**src/rtl/uart_tx_fifo.sv**
```systemverilog
// ============================================================================
//  Module      : uart_tx_fifo
//  Description : FIFO-buffered UART transmitter, 8 data bits, optional
//                even/odd parity, one or two stop bits, internal baud divider.
//  Revision    : 1.0 - initial release
// ============================================================================
`default_nettype none

module uart_tx_fifo #(
    parameter int F_CLK_HZ   = 50_000_000,
    parameter int BAUD       = 100_000,
    parameter int PARITY     = 0,
    parameter int STOP_BITS  = 1,
    parameter int FIFO_DEPTH = 4
) (
    input  logic       clk,
    input  logic       rst,
    input  logic [7:0] tx_data,
    input  logic       tx_valid,
    output logic       tx_ready,
    output logic       uart_tx,
    output logic       busy,
    output logic       tx_done
);

    localparam int c_DIV = F_CLK_HZ / BAUD;
    localparam int c_DW  = (c_DIV > 1) ? $clog2(c_DIV) : 1;
    localparam int c_AW  = $clog2(FIFO_DEPTH);

    localparam logic [c_DW-1:0] c_DIV_LAST  = c_DW'(c_DIV - 1);
    localparam logic [2:0]      c_STOP_LAST = 3'(STOP_BITS - 1);
    localparam logic [c_AW:0]   c_FULL      = (c_AW + 1)'(FIFO_DEPTH);

    localparam logic [2:0] S_IDLE   = 3'd0;
    localparam logic [2:0] S_START  = 3'd1;
    localparam logic [2:0] S_DATA   = 3'd2;
    localparam logic [2:0] S_PARITY = 3'd3;
    localparam logic [2:0] S_STOP   = 3'd4;

    // ---------------- FIFO ----------------
    logic [7:0]    r_mem [FIFO_DEPTH];
    logic [c_AW:0] r_wr_ptr;
    logic [c_AW:0] r_rd_ptr;
    logic          r_tx_ready;
    logic          w_push;
    logic          w_pop;
    logic          w_empty;
    logic [c_AW:0] w_count;
    logic [c_AW:0] w_count_nx;
    logic [7:0]    w_head;

    assign w_push     = tx_valid & r_tx_ready;
    assign w_empty    = (r_wr_ptr == r_rd_ptr);
    assign w_count    = r_wr_ptr - r_rd_ptr;
    assign w_count_nx = w_count + (c_AW + 1)'(w_push) - (c_AW + 1)'(w_pop);
    assign w_head     = r_mem[r_rd_ptr[c_AW-1:0]];

    always_ff @(posedge clk) begin
        if (w_push) begin
            r_mem[r_wr_ptr[c_AW-1:0]] <= tx_data;
        end
    end

    always_ff @(posedge clk) begin
        if (rst) begin
            r_wr_ptr   <= '0;
            r_rd_ptr   <= '0;
            r_tx_ready <= 1'b1;
        end else begin
            if (w_push) r_wr_ptr <= r_wr_ptr + 1'b1;
            if (w_pop)  r_rd_ptr <= r_rd_ptr + 1'b1;
            r_tx_ready <= (w_count_nx != c_FULL);
        end
    end

    // ---------------- Framer ----------------
    logic [2:0]      r_state,  w_state_nx;
    logic [c_DW-1:0] r_div,    w_div_nx;
    logic [2:0]      r_idx,    w_idx_nx;
    logic [7:0]      r_data,   w_data_nx;
    logic            r_tx,     w_tx_nx;
    logic            w_tick;
    logic            w_done;
    logic            w_par;

    assign w_tick = (r_div == '0);
    assign w_par  = (PARITY == 1) ? ^r_data : ~^r_data;

    always_comb begin
        w_state_nx = r_state;
        w_div_nx   = r_div;
        w_idx_nx   = r_idx;
        w_data_nx  = r_data;
        w_tx_nx    = r_tx;
        w_pop      = 1'b0;
        w_done     = 1'b0;

        // Shared divider: reload on every bit boundary, count down otherwise
        if (r_state != S_IDLE) begin
            w_div_nx = w_tick ? c_DIV_LAST : r_div - 1'b1;
        end

        case (r_state)
            S_IDLE: begin
                if (!w_empty) begin
                    w_pop      = 1'b1;
                    w_data_nx  = w_head;
                    w_state_nx = S_START;
                    w_div_nx   = c_DIV_LAST;
                    w_idx_nx   = 3'd0;
                    w_tx_nx    = 1'b0;
                end
            end
            S_START: begin
                if (w_tick) begin
                    w_state_nx = S_DATA;
                    w_idx_nx   = 3'd0;
                    w_tx_nx    = r_data[0];
                end
            end
            S_DATA: begin
                if (w_tick) begin
                    if (r_idx == 3'd7) begin
                        w_idx_nx = 3'd0;
                        if (PARITY != 0) begin
                            w_state_nx = S_PARITY;
                            w_tx_nx    = w_par;
                        end else begin
                            w_state_nx = S_STOP;
                            w_tx_nx    = 1'b1;
                        end
                    end else begin
                        w_idx_nx = r_idx + 3'd1;
                        w_tx_nx  = r_data[r_idx + 3'd1];
                    end
                end
            end
            S_PARITY: begin
                if (w_tick) begin
                    w_state_nx = S_STOP;
                    w_idx_nx   = 3'd0;
                    w_tx_nx    = 1'b1;
                end
            end
            S_STOP: begin
                if (w_tick) begin
                    if (r_idx == c_STOP_LAST) begin
                        w_done   = 1'b1;
                        w_idx_nx = 3'd0;
                        // Chain straight into the next frame when data is waiting
                        if (!w_empty) begin
                            w_pop      = 1'b1;
                            w_data_nx  = w_head;
                            w_state_nx = S_START;
                            w_tx_nx    = 1'b0;
                        end else begin
                            w_state_nx = S_IDLE;
                            w_div_nx   = '0;
                            w_tx_nx    = 1'b1;
                        end
                    end else begin
                        w_idx_nx = r_idx + 3'd1;
                    end
                end
            end
            default: begin
                w_state_nx = S_IDLE;
                w_div_nx   = '0;
                w_idx_nx   = 3'd0;
                w_tx_nx    = 1'b1;
            end
        endcase
    end

    always_ff @(posedge clk) begin
        if (rst) begin
            r_state <= S_IDLE;
            r_div   <= '0;
            r_idx   <= 3'd0;
            r_data  <= 8'h00;
            r_tx    <= 1'b1;
        end else begin
            r_state <= w_state_nx;
            r_div   <= w_div_nx;
            r_idx   <= w_idx_nx;
            r_data  <= w_data_nx;
            r_tx    <= w_tx_nx;
        end
    end

    assign tx_ready = r_tx_ready;
    assign uart_tx  = r_tx;
    assign busy     = (r_state != S_IDLE);
    assign tx_done  = w_done;

endmodule

`default_nettype wire

```
**config.mk**
```make
export PLATFORM = sky130hd
export DESIGN_NAME = uart_tx_fifo
export DESIGN_NICKNAME = d
export VERILOG_FILES = /design/src/rtl/uart_tx_fifo.sv
export SDC_FILE = /design/constraint.sdc
export NUM_CORES = 1
export LEC_CHECK = 0
export ABC_AREA = 1
export ABC_CLOCK_PERIOD_IN_PS = 5600
export BUFFER_PORTS_ARGS = -buffer_cell sky130_fd_sc_hd__buf_2
export CAP_MARGIN = 20
export CORE_MARGIN = 8
export CORE_UTILIZATION = 40
export DETAILED_ROUTE_END_ITERATION = 16
export GPL_TIMING_DRIVEN = 1
export PLACE_DENSITY = 0.56
export SYNTH_ARGS = -nofsm -noshare
export SYNTH_HDL_FRONTEND = slang
export SYNTH_SLANG_ARGS = --single-unit
```
**constraint.sdc**
```tcl
create_clock -name clk -period 5.6 [get_ports clk]
set_input_delay 0.84 -clock clk [delete_from_list [all_inputs] [get_ports clk]]
set_output_delay 0.84 -clock clk [all_outputs]
set_load 0.03 [all_outputs]
```
Yosys cells after proc, flatten, opt, wreduce, memory -nomap -nowiden
Memories as Yosys holds them, arrays and structs flattened. A register that Yosys moved wholly into a read port is not among the register bits.
Index checks and enable logic that the tools add are counted.
- register bits: 31
- bits in latches: 0
- memory bits (writable): 32
- memory bits (read-only): 0
- word-level logic and storage cells: 93
- memories: 1
- $add $sub $neg: 7
- $mul: 0
- div/mod/pow operators: 0
- $lt $le $gt $ge: 1
- equal/unequal tests: 15
- shift operators: 0
- multiplexer cells: 49
- bitwise logic cells: 1
- reduce and logical (&&, ||, !) cells: 11
- memory list (name ; words ; width ; rd ports ; clocked after Yosys merged registers in ; write ports ; line ; RTL):
    r_mem ; 4 ; 8 ; 1 ; 1 ; 1 ; 41 ; logic [7:0] r_mem [FIFO_DEPTH];
- operators with widths (kind ; number):
    $mux 9 ; 6
    $mux 3 ; 13
    $pmux 9 s3 ; 1
    $mux 8 ; 3
    $mux 1 ; 18
    $pmux 8 s2 ; 1
    $pmux 3 s5 ; 1
    $ne 2x2->1 const B ; 7
    $pmux 3 s4 ; 1
    $add 3x1->3 const B ; 3
    $logic_not 9->1 ; 1
    $sub 9x1->9 const B ; 1
    $reduce_and 7->1 ; 1
    $eq 3x2->1 const B ; 2
    $eq 3x3->1 const B ; 2
    $logic_not 3->1 ; 2
    $reduce_and 6->1 ; 1
    $pmux 1 s5 ; 1
    $lt 3x4->1 const B ; 1
    $mux 2 ; 2
    $reduce_and 4->1 ; 1
    $add 3x1->3 ; 1
    $bmux 1 s3 ; 1
    $eq 3x1->1 const B ; 1
    other kinds (12) ; 12

Logic depth before layout (Yosys ltp)
- depth after elaboration: 7
- depth in mapped cells: 14
- mapped depth without buffers: 13

Worst setup path after synthesis
OpenSTA, ideal clock, no wires.
- kind: register to register
- start: register r_div[0]
- end: register r_tx_ready (netlist: tx_ready)
- setup time: 0.118 ns
- arrival time: 2.628 ns
- data required time: 5.482 ns
- setup slack: 2.854 ns
- stages on the path, launching flop included: 15
- path buffers: 1
- path through: dfxtp_1 -> inv_1 -> ha_1 -> nand2_2 -> nor2_4 -> nand3_4 -> o21ai_4 -> nand2_4 -> buf_6 -> fa_1 -> fa_1 -> ha_1 -> xnor2_1 -> xnor2_1 -> nand2_1
- cells in the longest elaborated chain, start to end: 5
- ends and longest elaborated chain (element ; line ; RTL):
    start, declared ; 78 ; logic [c_DW-1:0] r_div, w_div_nx;
    start signal, assigned ; 184 ; r_div <= w_div_nx;
    $logic_not 9->1 ; 86 ; assign w_tick = (r_div == '0);
    $mux 1 ; 146 ; if (w_tick) begin
    $pmux 1 s2 ; 103 ; case (r_state)
    $sub 3x1->3 ; 55 ; assign w_count_nx = w_count + (c_AW + 1)'(w_push) - (c_AW + 1)'(w_pop);
    $ne 3x3->1 ; 72 ; r_tx_ready <= (w_count_nx != c_FULL);
    end signal, assigned ; 72 ;
    end, declared ; 44 ; logic r_tx_ready;
No other way between the ends.
A chain may end at the register's enable or synchronous reset.

Final worst setup path
Same ends and word-level chain as after synthesis.

==> impl_metrics.env <==
export IMPL_status="completed"
export IMPL_ys_types=29
export IMPL_syn_area_um2=3169
export IMPL_port_buffers=14
export IMPL_fin_area_um2=3515
export IMPL_rows=32
export IMPL_p_leak_uw=0.001460
export IMPL_n_antenna_cell=0
export IMPL_worst_hold_slack_ps=458.2
export IMPL_timing_fmax_mhz=328.6
export IMPL_via_count=2327
export IMPL_grt_ovfl_total=0
export IMPL_cts_htree_levels=3
export IMPL_final_cell_mix="nand2_1 (56), nor2_1 (53), inv_1 (36)"
export IMPL_die_x_um=105.0
export IMPL_cts_setup_buffers=0
export IMPL_slew_headroom_pct=42.23
export IMPL_viasPerCell=4.818
export IMPL_ir_drop_uv=219.8
export IMPL_p_total_uw=1984
export IMPL_seq_area_frac_synth_pct=51.16
export IMPL_cts_hold_buf=0
export IMPL_synth_largest_area_cell="edfxtp_1"
export IMPL_layout_commonest_cell="nand2_1"
export IMPL_first_iter_violations=112
export IMPL_drc=0
export IMPL_rsz0062_at_grt="false"
export IMPL_antenna_found_initial=0
export IMPL_wl_per_cell_um=12.73
export IMPL_synth_seq_cells=65
export IMPL_cp_data_arrival_time_ps=3290
export IMPL_end_kind="flop"
export IMPL_place_inst=467
export IMPL_core_um2=7687
export IMPL_cts_root_buf="clkbuf_8"
export IMPL_die_y_um=105.0
export IMPL_tightest_slew_ps=863.4
export IMPL_period_needed_ps=3043
export IMPL_grt_usage_pct=11.86
export IMPL_syn_nets=385
export IMPL_dpl_cell_area_um2=3307
export IMPL_drive_gt1_share_pct=14.17
export IMPL_cts_buffers=9
export IMPL_totalWireLength_mm=6.148
export IMPL_hold_viol_final=0
export IMPL_cp_start_kind="flop"
export IMPL_ys_warn_count=0
export IMPL_ios=15
export IMPL_final_max_slew_violation_count=0
export IMPL_cts_tree="yes"
export IMPL_worstHoldPathType="reg -> reg"
export IMPL_routabilityCongestion=0.8100
export IMPL_hpwlAfterDp_mm=4.240
export IMPL_cts_sinks=65
export IMPL_fillerInstances=756
export IMPL_insertion_delay_ps=350
export IMPL_yosys_area_top_type_share_pct=30.32
export IMPL_syn_avg_cell_area_um2=8.804
export IMPL_fp_dieArea_um2=11030
export IMPL_clock_skew_ps=11.07
export IMPL_critPathMaxFanout=14
export IMPL_post_route_period_util_pct=54.35
export IMPL_firstDrtPassIters=4
export IMPL_grt_max_degree=21
export IMPL_grt_pass1_vias=2298
export IMPL_clk_pin_slew_ps=90
export IMPL_crit_type="reg -> reg"
export IMPL_cts_resized=0
export IMPL_ant_nets=0
export IMPL_synth_cells=360
export IMPL_start_util_pct=41.23
export IMPL_fin_cells=483
export IMPL_required_ps=5840
export IMPL_fin_setup_tns_ps=0
export IMPL_p_per_area_nw_per_um2=564.6
export IMPL_final_net_count=401
export IMPL_cap_violations=0
export IMPL_synth_area_leaders="edfxtp_1 (30%), dfxtp_1 (21%), nand2_1 (6.6%), nor2_1 (6.3%), o21ai_0 (5.4%)"
export IMPL_grt_first_pass_wirelength_mm=10.59
export IMPL_finalSetupViolCount=0
export IMPL_area_growth_pct=10.90
export IMPL_cts_buffer_depth=2
layer usage:
metal  routed length, µm  share of wire (%)  global-route usage, %
met1                3021                 49                  13.98
met2                2780                 45                  19.23
met3                 215                3.5                  3.931
met4                 129                2.1                  5.301
met5                   0                  0                      0
layout make-up:
class	instances	area [µm²]	share of cell area (%)
flip-flops and latches	65	1622	46.14
multi-input cells	244	1330	37.84
inverters	42	157.7	4.486
well taps	102	127.6	3.631
clock buffers	9	123.9	3.524
clock inverters	7	83.83	2.385
repair buffers	14	70.07	1.994
power breakdown:
part           internal, µW  switching (µW)
sequential              612            97.9
combinational           301             542
clock                   215             216
total                  1130             856
per-stage QoR:
stage          util, %  setup WS (ps)
6_report         45.72           2557
5_1_grt          45.72           2289
4_1_cts          45.72           2544
3_5_place_dp     43.02           2547
3_3_place_gp     43.02           2615
2_1_floorplan        -           2854
flip-flops by register name, summed over array words and instances, names as in the netlist, named ones only:
| signal | cells |
|---|---|
| r_data | 8 |
| r_div | 9 |
| r_idx | 3 |
| r_mem | 32 |
| r_rd_ptr | 3 |
| r_state | 3 |
| r_wr_ptr | 3 |
| tx_ready | 1 |
| uart_tx | 1 |
worst max-delay path: stages (launching register included):
cell	delay [ps]
dfxtp_1	320
inv_1	90
ha_1	230
nand2_2	90
nor2_4	120
nand3_4	130
o21ai_4	330
nand2_4	190
fa_1	420
fa_1	440
ha_1	220
xnor2_1	160
xnor2_1	140
nand2_1	60
cells by family after synthesis:
kind of cell | Yosys count | share of synthesized area, %
DFF | 65 | 51.16
and+or+nand+nor | 161 | 23.53
adders and majority gates | 14 | 6.001
buffers and inverters | 51 | 6.869
xor gates and xnor gates | 8 | 2.448
AOI/OAI and AO/OA | 61 | 9.988
worst paths after layout:
| path | start | endpoint | slack [ps] | depth (start not counted) |
|---|---|---|---|---|
| setup / recovery | r_div[0]$_SDFF_PP0_ | tx_ready$_SDFF_PP1_ | 2560 | 13 |
| hold / removal | uart_tx$_SDFFE_PP1P_ | uart_tx$_SDFFE_PP1P_ | 460 | 2 |
| setup reg to reg | r_div[0]$_SDFF_PP0_ | tx_ready$_SDFF_PP1_ | 2560 | 13 |
| hold reg to reg | uart_tx$_SDFFE_PP1P_ | uart_tx$_SDFFE_PP1P_ | 460 | 2 |
synthesized netlist by cell type:
cell type / number
o21ai_1: 1
and3_1: 2
nand2_1: 56
o21ai_4: 1
ha_1: 12
xor2_1: 2
nand2_4: 1
nor2_1: 53
nand3_2: 3
clkbuf_1: 3
nor2_2: 1
dfxtp_1: 33
nand2_2: 6
buf_6: 3
inv_1: 36
edfxtp_1: 32
fa_1: 2
nor3_1: 3
nand3_1: 29
nand3b_1: 2
xnor2_1: 5
a21oi_1: 25
buf_2: 3
nor2_4: 3
nand4_2: 1
nand3_4: 1
inv_2: 6
xnor2_2: 1
o21ai_0: 34
(Power assumes the default switching activity.)
